--- src/rtl/imem_load_pkg.sv ---
`default_nettype none
// ---------------------------------------------------------------------------
// imem_load_pkg : shared types and defaults for the program-ROM load sequencer
// Revision 1.0
// ---------------------------------------------------------------------------
package imem_load_pkg;

    typedef enum logic [1:0] {
        ST_HOLD      = 2'd0,
        ST_RUN       = 2'd1,
        ST_LOAD_WAIT = 2'd2,
        ST_LOAD      = 2'd3
    } state_e;

    localparam int DEF_ADDR_W         = 14;
    localparam int DEF_TIMEOUT_CYCLES = 1_000_000;
    localparam int DEF_RST_HOLD       = 16;
    localparam int BYTE_IDX_W         = 2;

endpackage
`default_nettype wire

--- src/rtl/sync_edge.sv ---
`default_nettype none
// ---------------------------------------------------------------------------
// sync_edge : two-flop synchronizer with rising-edge detect for a raw level
// Revision 1.0
// ---------------------------------------------------------------------------
module sync_edge (
    input  logic clk_i,
    input  logic rst_ni,
    input  logic async_i,
    output logic rise_o
);

    logic sync1_q;
    logic sync2_q;
    logic prev_q;

    always_ff @(posedge clk_i or negedge rst_ni) begin
        if (!rst_ni) begin
            sync1_q <= 1'b0;
            sync2_q <= 1'b0;
            prev_q  <= 1'b0;
        end else begin
            sync1_q <= async_i;
            sync2_q <= sync1_q;
            prev_q  <= sync2_q;
        end
    end

    assign rise_o = sync2_q & ~prev_q;

endmodule
`default_nettype wire

--- src/rtl/imem_load_sequencer.sv ---
`default_nettype none
// ---------------------------------------------------------------------------
// imem_load_sequencer : owns the program-ROM port and CPU reset; loads the ROM
// from the UART byte stream on operator request. Revision 1.0
// ---------------------------------------------------------------------------
module imem_load_sequencer
    import imem_load_pkg::*;
#(
    parameter int ADDR_W         = DEF_ADDR_W,
    parameter int TIMEOUT_CYCLES = DEF_TIMEOUT_CYCLES,
    parameter int RST_HOLD       = DEF_RST_HOLD
) (
    input  logic              clk_i,
    input  logic              rst_ni,
    input  logic              load_req_i,
    input  logic              rx_valid_i,
    input  logic [7:0]        rx_data_i,
    input  logic [ADDR_W-1:0] fetch_addr_i,
    output logic [ADDR_W-1:0] rom_addr_o,
    output logic              rom_we_o,
    output logic [31:0]       rom_wdata_o,
    output logic              cpu_reset_o,
    output logic              loading_o,
    output logic              load_done_o,
    output logic              frame_err_o,
    output logic [ADDR_W:0]   word_count_o
);

    localparam int IDLE_W = $clog2(TIMEOUT_CYCLES + 1);
    localparam int HOLD_W = $clog2(RST_HOLD + 1);
    localparam logic [IDLE_W-1:0]     IDLE_LAST = IDLE_W'(TIMEOUT_CYCLES - 1);
    localparam logic [HOLD_W-1:0]     HOLD_LAST = HOLD_W'(RST_HOLD - 1);
    localparam logic [ADDR_W:0]       FULL_M1   = {1'b0, {ADDR_W{1'b1}}};
    localparam logic [BYTE_IDX_W-1:0] LAST_BYTE = '1;

    state_e                  state_q;
    logic [HOLD_W-1:0]       hold_q;
    logic [IDLE_W-1:0]       idle_q;
    logic [BYTE_IDX_W-1:0]   byte_idx_q;
    logic [23:0]             word_q;
    logic [ADDR_W-1:0]       ptr_q;
    logic [ADDR_W:0]         word_count_q;
    logic                    rom_we_q;
    logic [31:0]             rom_wdata_q;
    logic                    cpu_reset_q;
    logic                    load_done_q;
    logic                    frame_err_q;

    logic                    load_edge;
    logic                    last_write;

    sync_edge u_sync_edge (
        .clk_i   (clk_i),
        .rst_ni  (rst_ni),
        .async_i (load_req_i),
        .rise_o  (load_edge)
    );

    // The write that fills the last ROM word ends the load and freezes the pointer.
    assign last_write = rom_we_q && (word_count_q == FULL_M1);

    always_ff @(posedge clk_i or negedge rst_ni) begin
        if (!rst_ni) begin
            state_q      <= ST_HOLD;
            hold_q       <= '0;
            idle_q       <= '0;
            byte_idx_q   <= '0;
            word_q       <= '0;
            ptr_q        <= '0;
            word_count_q <= '0;
            rom_we_q     <= 1'b0;
            rom_wdata_q  <= '0;
            cpu_reset_q  <= 1'b1;
            load_done_q  <= 1'b0;
            frame_err_q  <= 1'b0;
        end else begin
            load_done_q <= 1'b0;
            rom_we_q    <= 1'b0;
            if (rom_we_q) begin
                word_count_q <= word_count_q + (ADDR_W + 1)'(1);
                if (!last_write) begin
                    ptr_q <= ptr_q + ADDR_W'(1);
                end
            end

            case (state_q)
                ST_HOLD: begin
                    if (hold_q == HOLD_LAST) begin
                        state_q     <= ST_RUN;
                        cpu_reset_q <= 1'b0;
                        hold_q      <= '0;
                    end else begin
                        hold_q <= hold_q + HOLD_W'(1);
                    end
                end

                ST_RUN: begin
                    if (load_edge) begin
                        state_q      <= ST_LOAD_WAIT;
                        cpu_reset_q  <= 1'b1;
                        ptr_q        <= '0;
                        byte_idx_q   <= '0;
                        word_count_q <= '0;
                        frame_err_q  <= 1'b0;
                    end
                end

                ST_LOAD_WAIT: begin
                    if (load_edge) begin
                        state_q      <= ST_HOLD;
                        load_done_q  <= 1'b1;
                        word_count_q <= '0;
                        hold_q       <= '0;
                    end else if (rx_valid_i) begin
                        state_q    <= ST_LOAD;
                        idle_q     <= '0;
                        word_q     <= {rx_data_i, word_q[23:8]};
                        byte_idx_q <= byte_idx_q + BYTE_IDX_W'(1);
                    end
                end

                ST_LOAD: begin
                    if (last_write) begin
                        state_q     <= ST_HOLD;
                        load_done_q <= 1'b1;
                        hold_q      <= '0;
                    end else if (rx_valid_i) begin
                        idle_q     <= '0;
                        word_q     <= {rx_data_i, word_q[23:8]};
                        byte_idx_q <= byte_idx_q + BYTE_IDX_W'(1);
                        if (byte_idx_q == LAST_BYTE) begin
                            rom_we_q    <= 1'b1;
                            rom_wdata_q <= {rx_data_i, word_q};
                        end
                    end else if (idle_q == IDLE_LAST) begin
                        state_q     <= ST_HOLD;
                        load_done_q <= 1'b1;
                        hold_q      <= '0;
                        if (byte_idx_q != '0) begin
                            frame_err_q <= 1'b1;
                        end
                    end else begin
                        idle_q <= idle_q + IDLE_W'(1);
                    end
                end

                default: begin
                    state_q     <= ST_HOLD;
                    cpu_reset_q <= 1'b1;
                    hold_q      <= '0;
                end
            endcase
        end
    end

    assign loading_o    = (state_q == ST_LOAD_WAIT) || (state_q == ST_LOAD);
    assign rom_addr_o   = loading_o ? ptr_q : fetch_addr_i;
    assign rom_we_o     = rom_we_q;
    assign rom_wdata_o  = rom_wdata_q;
    assign cpu_reset_o  = cpu_reset_q;
    assign load_done_o  = load_done_q;
    assign frame_err_o  = frame_err_q;
    assign word_count_o = word_count_q;

endmodule
`default_nettype wire

--- config.mk ---
export PLATFORM = sky130hd
export DESIGN_NAME = imem_load_sequencer
export DESIGN_NICKNAME = d
export VERILOG_FILES = /design/src/rtl/imem_load_pkg.sv /design/src/rtl/sync_edge.sv /design/src/rtl/imem_load_sequencer.sv
export SDC_FILE = /design/constraint.sdc
export NUM_CORES = 1
export LEC_CHECK = 0
export BUFFER_PORTS_ARGS = -buffer_cell sky130_fd_sc_hd__buf_2
export CAP_MARGIN = 20
export CORE_AREA = 2 2 144 104
export DETAILED_ROUTE_END_ITERATION = 8
export DIE_AREA = 0 0 146 106
export HOLD_SLACK_MARGIN = 0.12
export SYNTH_ARGS = -nofsm -noshare
export SYNTH_HDL_FRONTEND = slang
export SYNTH_HIERARCHICAL = 1
export SYNTH_SLANG_ARGS = --single-unit
--- constraint.sdc ---
create_clock -name clk_i -period 4.95 [get_ports clk_i]
set_input_delay 0.2475 -clock clk_i [delete_from_list [all_inputs] [get_ports clk_i]]
set_output_delay 0.2475 -clock clk_i [all_outputs]
set_load 0.005 [all_outputs]
==> flow_summary.toml, run 1 <==
[hold_path]
hold_path_class = "input pin to register"

[sta]
fmax_mhz = 349
slew_headroom_pct = 42.8
finalHoldViolations = 0
rsz0062_at_grt = "false"
setup_tns_ns = 0
min_period_ns = 2.87
tightest_slew_ns = 0.859
finalSetupViolCount = 0
maxSlewViolCount = 0
fin_crit_sh_pct = 57.9
finClkSkew_ns = 0.0142

[route]
drt.antenna.violating_nets = 0
drcViolationCount = 0
finalWirelength_um = 12300
vias_per_cell = 5.11
wl_per_cell_um = 14.5
num_vias = 4336
dr.pass1.iters = 4
dr.first_iter.drc_count = 246

[clock_tree]
ctsHtreeMaxLevel = 4
path_clk_slew_ns = 0.06
cts_buffers = 17
tritoncts = "yes"
clock_path_buffers = 2
cts.sinks = 121
cts_resized = 0
root_buffer = "clkbuf_16"
clkLatencyLatePin_ns = 0.42

[die]
die_area_mm2 = 0.0155
die_height_um = 106
io_pins = 92
dieWidth_um = 146
coreArea_mm2 = 0.0143
rows = 37
start_util_pct = 40.6

[layout]
syn_to_final_growth_pct = 21.9
drive_gt1_share_pct = 30.1
fin_area_mm2 = 0.00706
stdcell_count = 849
layout_commonest_cell = "dfrtp_1"
final_nets = 678
layout_common_cells = "dfrtp_1 (120), buf_2 (90), nand2_1 (82)"
diodes = 0

[pwr]
power_uw = 3650
leakage_uw = 0.00353
peakVddDrop_mv = 0.305
power_density_mw_per_mm2 = 517

[synth]
synth_top_area_share_pct = 51.8
yosys_most_used_dff = "dfrtp_1"
synthesis.nets = 584
synth.distinct_cells = 56
synth_top_cell_by_area = "dfrtp_1"
synthArstFlopShare_pct = 100
netlist_instances = 547
netlist_area_mm2 = 0.00580
ys_ff_latch = 121
yosysWarnings = 6
synthTopCellsByArea = "dfrtp_1 (52%), mux2_2 (11%), nand2_1 (5.3%), nor2_1 (3.2%), xor2_1 (3.0%)"
ys_seq_area_share_pct = 52.3
synth_edf_count = 0
synth_area_per_cell_um2 = 10.6

[worst_setup_path]
arrival_ns = 3.16
cp_common_cell = "inv_1"
cp_max_fo = 28
cp.required_ns = 5.24
endpoint_kind = "register"
cp_slowest_cell = "a31o_2"
cp_slowest_stage_delay_ns = 0.57
crit_path_start_kind = "register"
crit_type = "register to register"
crit_path_cell_trace = "inv_1 > ha_1 > nor2_1 > buf_4 > inv_1 > nand3_1 > a31o_2 > mux2_2"

[global_route]
overflow = 0
grt_pass1_wl_um = 21100
grt_max_degree = 69
grt_pass1_vias = 4305
grt.total_usage_pct = 16.8
antenna_found_initial = 0

[run_status]
status = "completed"

[place]
routabilityCongestion = 0.795
place_area_mm2 = 0.00632
dp.cells = 807
io_buffers = 91
dp_hpwl_um = 8260

[run]
drv_cap = 0
==> report_power, final <==
group | internal [uW] | leakage [uW] | switching [uW]
logic | 437 | 0.00161 | 478
clock network | 854 | 0.000309 | 486
registers | 1240 | 0.00161 | 161
total | 2530 | 0.00353 | 1130
==> state kept, by name (all words and copies together) (netlist names), 2 cells and up <==
register	count
state_q	2
hold_q	5
ptr_q	14
word_count_o	15
rom_wdata_o	32
idle_q	20
byte_idx_q	2
word_q	24
==> layout make-up <==
| cell class | instances | area (um2) |
|---|---|---|
| multi-input cells | 388 | 2540 |
| inverters | 10 | 37.5 |
| clock inverters | 15 | 215 |
| well taps | 195 | 244 |
| fillers | 1342 | 7200 |
| flip-flops and latches | 121 | 3030 |
| clock buffers | 17 | 425 |
| repair buffers | 103 | 573 |
==> per-stage QoR <==
stage / utilization, % / setup WS [ns] / hold WS [ns]
2_1_floorplan: - / 2.85 / -0.0481
3_3_place_gp: 44.3 / 2.21 / 0.335
3_5_place_dp: 44.3 / 2.09 / 0.348
4_1_cts: 49.5 / 2.08 / 0.343
5_1_grt: 49.5 / 1.81 / 0.367
6_report: 49.5 / 2.08 / 0.345
==> cells by family after synthesis <==
logic type / synth area share (%)
flops: 52.3
buf+inv: 3.93
fa+ha+maj: 2.37
simple gates: 18.7
mux: 11.1
xor+xnor: 3.93
compound gates: 7.77
==> metal layers <==
metal / GRT usage, % / part of all wire [%] / wire, um
met1: 22.6 / 49 / 5980
met2: 26.3 / 46 / 5610
met3: 4.46 / 4.8 / 597
met4: 5.96 / 1.1 / 132
met5: 0 / 0 / 0
==> path summary, 6_finish.rpt <==
kind / startpoint / end / slack [ns] / cells after the start
hold / removal: rx_valid_i / idle_q[14] / 0.35 / 4
setup / recovery: state_q[0] / word_q[19] / 2.08 / 8
max in group asynchronous: rst_ni / word_q[14] / 3.26 / 3
min in group asynchronous: rst_ni / idle_q[10] / 0.49 / 2
hold reg to reg: u_sync_edge/sync1_q / u_sync_edge/sync2_q / 0.36 / 0
setup reg to reg: state_q[0] / word_q[19] / 2.08 / 8
==> repair_timing <==
item                                   in CTS  in global routing
hold buffers                               10                  0
buffers inserted                            0                  0
endpoints found under the hold margin      83                  0
==> worst max-delay path, delay by kind of cell, from the launching register on <==
family | cells | cell delay [ns]
compound gates | 1 | 0.57
fa+ha+maj | 1 | 0.32
buf+inv | 3 | 0.67
flops | 1 | 0.44
mux | 1 | 0.42
simple gates | 2 | 0.32
==> Yosys cell counts, types with 2 or more instances <==
cell type  count
nor2_1        49
nand3_1       30
inv_1         10
nor2b_1        2
dfrtp_1      120
clkbuf_1      10
and3_1        10
xnor2_1        6
o21ai_1        9
xor2_1        20
nand4_1       10
and4_1         6
nand2_1       82
buf_1          2
mux2_2        55
and3_2         2
o21ai_0       32
o31ai_1        6
a21o_1         2
a31oi_1        8
buf_6          9
a21oi_1       12
ha_1          11
and2_1         6
buf_2          5
nor3_1         3
No activity file was read; power rests on OpenSTA's default activity.
==> inputs of run 2 (changes only) <==
==> constraint.sdc (replaced) <==
create_clock -name clk_i -period 2.33 [get_ports clk_i]
set_input_delay 0.1165 -clock clk_i [delete_from_list [all_inputs] [get_ports clk_i]]
set_output_delay 0.1165 -clock clk_i [all_outputs]
set_load 0.005 [all_outputs]
==> run 2 against run 1 <==
Compared with the run above:
- sequential power up 110%
- clock power up 90%
- utilization up 0.61 points
- register-to-register slack worse by 1.9 ns
- maximum frequency up 32%
- sequential cell count unchanged
- final cell count up 1.8%
- routed wire length up 1.4%
- critical path type unchanged
- via count up 1.4%
- global-route usage up 0.35 points
- count of clock-buffer cells in the layout unchanged
==> flow_summary.toml, run 2 (synthesis results as in run 1) <==
[worst_setup_path]
rr_endpoint = "rom_wdata_o[25]"
rr_worst_depth = 7
crit_path_start_kind = "register"
endpoint_kind = "register"
crit_end = "rom_wdata_o[25]"
cp_max_fo = 33
critical_path.startpoint = "word_count_o[0]"
arrival_ns = 2.46
cp.required_ns = 2.61
r2r_slack_ns = 0.15
timing.rr.start = "word_count_o[0]"
crit_type = "register to register"

[layout]
stdcell_count = 864
largest_reg_flops = 32
layout_commonest_cell = "dfrtp_1"
final_nets = 693
diodes = 0
final_util_pct = 50.1
syn_to_final_growth_pct = 23.4
drive_gt1_share_pct = 31.8
layout_common_cells = "dfrtp_1 (120), buf_2 (90), nand2_1 (81)"
fin_area_mm2 = 0.00715

[route]
wl_per_cell_um = 14.5
num_vias = 4398
drt.antenna.violating_nets = 0
drcViolationCount = 0
vias_per_cell = 5.09
finalWirelength_um = 12500
dr.first_iter.drc_count = 200
dr.pass1.iters = 4

[run]
drv_cap = 0

[die]
coreArea_mm2 = 0.0143
die_area_mm2 = 0.0155
rows = 37
die_height_um = 106
dieWidth_um = 146
io_pins = 92
start_util_pct = 40.6

[place]
routabilityCongestion = 0.831
place_area_mm2 = 0.00646
io_buffers = 91
dp.cells = 822
dp_hpwl_um = 8650

[pwr]
peakVddDrop_mv = 0.542
leakage_uw = 0.00359
power_density_mw_per_mm2 = 1050

[sta]
rsz0062_at_grt = "false"
maxSlewViolCount = 0
finalSetupViolCount = 0
finClkSkew_ns = 0.00922
tightest_slew_ns = 0.585
min_period_ns = 2.18
setup_tns_ns = 0
fin_crit_sh_pct = 93.6
slew_headroom_pct = 61.0
fmax_mhz = 459
finalHoldViolations = 0
hold_ws_ns = 0.233

[run_status]
status = "completed"

[global_route]
grt_pass1_wl_um = 21300
overflow = 0
grt_pass1_vias = 4383
antenna_found_initial = 0
grt_max_degree = 58
grt.total_usage_pct = 17.1

[clock_tree]
cts_buffers = 17
ctsHtreeMaxLevel = 4
tritoncts = "yes"
clkLatencyLatePin_ns = 0.40
path_clk_slew_ns = 0.05
cts.sinks = 121
post-cts-setup-buffers = 0
root_buffer = "clkbuf_16"
clock_path_buffers = 2

[hold_path]
hold_path_class = "input pin to register"
-- run 2: cell count changes in the layout (fill, tap and decap cells not counted), sizes merged --
| cell | before | now |
|---|---|---|
| buf | 93 | 108 |
| bufinv | 4 | 2 |
| clkinv | 5 | 9 |
| clkinvlp | 1 | 2 |
| inv | 15 | 12 |
-- run 2: worst min path at each step --
stage | start | endpoint | slack, ns | cells after the start
global route | rx_valid_i | idle_q[18] | 0.27 | 3
detailed placement | rst_ni | u_sync_edge/prev_q | 0.14 | 1
floorplan | rst_ni | byte_idx_q[0] | -0.18 | 0
finish | rx_valid_i | idle_q[1] | 0.23 | 4
global placement | rst_ni | u_sync_edge/prev_q | 0.13 | 1
CTS | rx_valid_i | idle_q[1] | 0.22 | 4
-- run 2: repair_timing --
action,in CTS,in global routing
hold buffers,10,0
endpoints found under the setup margin,0,27
resized for setup,0,2
endpoints found under the hold margin,52,0
-- run 2: final cells by class --
type	instances	area, um2
Clock buffer	17	425
Clock inverter	15	153
Fill cell	1348	7110
Inverter	10	37.5
Multi-Input combinational cell	388	2550
Sequential cell	121	3030
Tap cell	195	244
Timing Repair Buffer	118	711
-- run 2: report_power, final --
group / switching [uW] / internal (uW)
registers: 330 / 2630
clock network: 962 / 1570
logic: 1060 / 982
-- run 2: layer usage --
layer / GRT usage [%] / wire (um) / vias to the layer above
li1: - / - / 2123
met1: 24.2 / 6010 / 2153
met2: 25.9 / 5680 / 109
met3: 4.16 / 680 / 13
met4: 5.89 / 125 / 0
met5: 0 / 0 / -
-- run 2: per-stage QoR --
stage / setup slack, ns / power, uW
2_1_floorplan: 0.225 / 4290
3_3_place_gp: 0.121 / 4930
3_5_place_dp: 0.0492 / 5040
4_1_cts: 0.0326 / 7640
5_1_grt: 0.0328 / 8050
6_report: 0.150 / 7540
-- run 2: worst max-delay path, stage by stage (launching register included) --
cell,delay [ns]
dfrtp_1,0.42
ha_1,0.22
and4_1,0.16
and2_1,0.25
a21o_4,0.30
nor2_8,0.12
buf_12,0.21
mux2_2,0.36
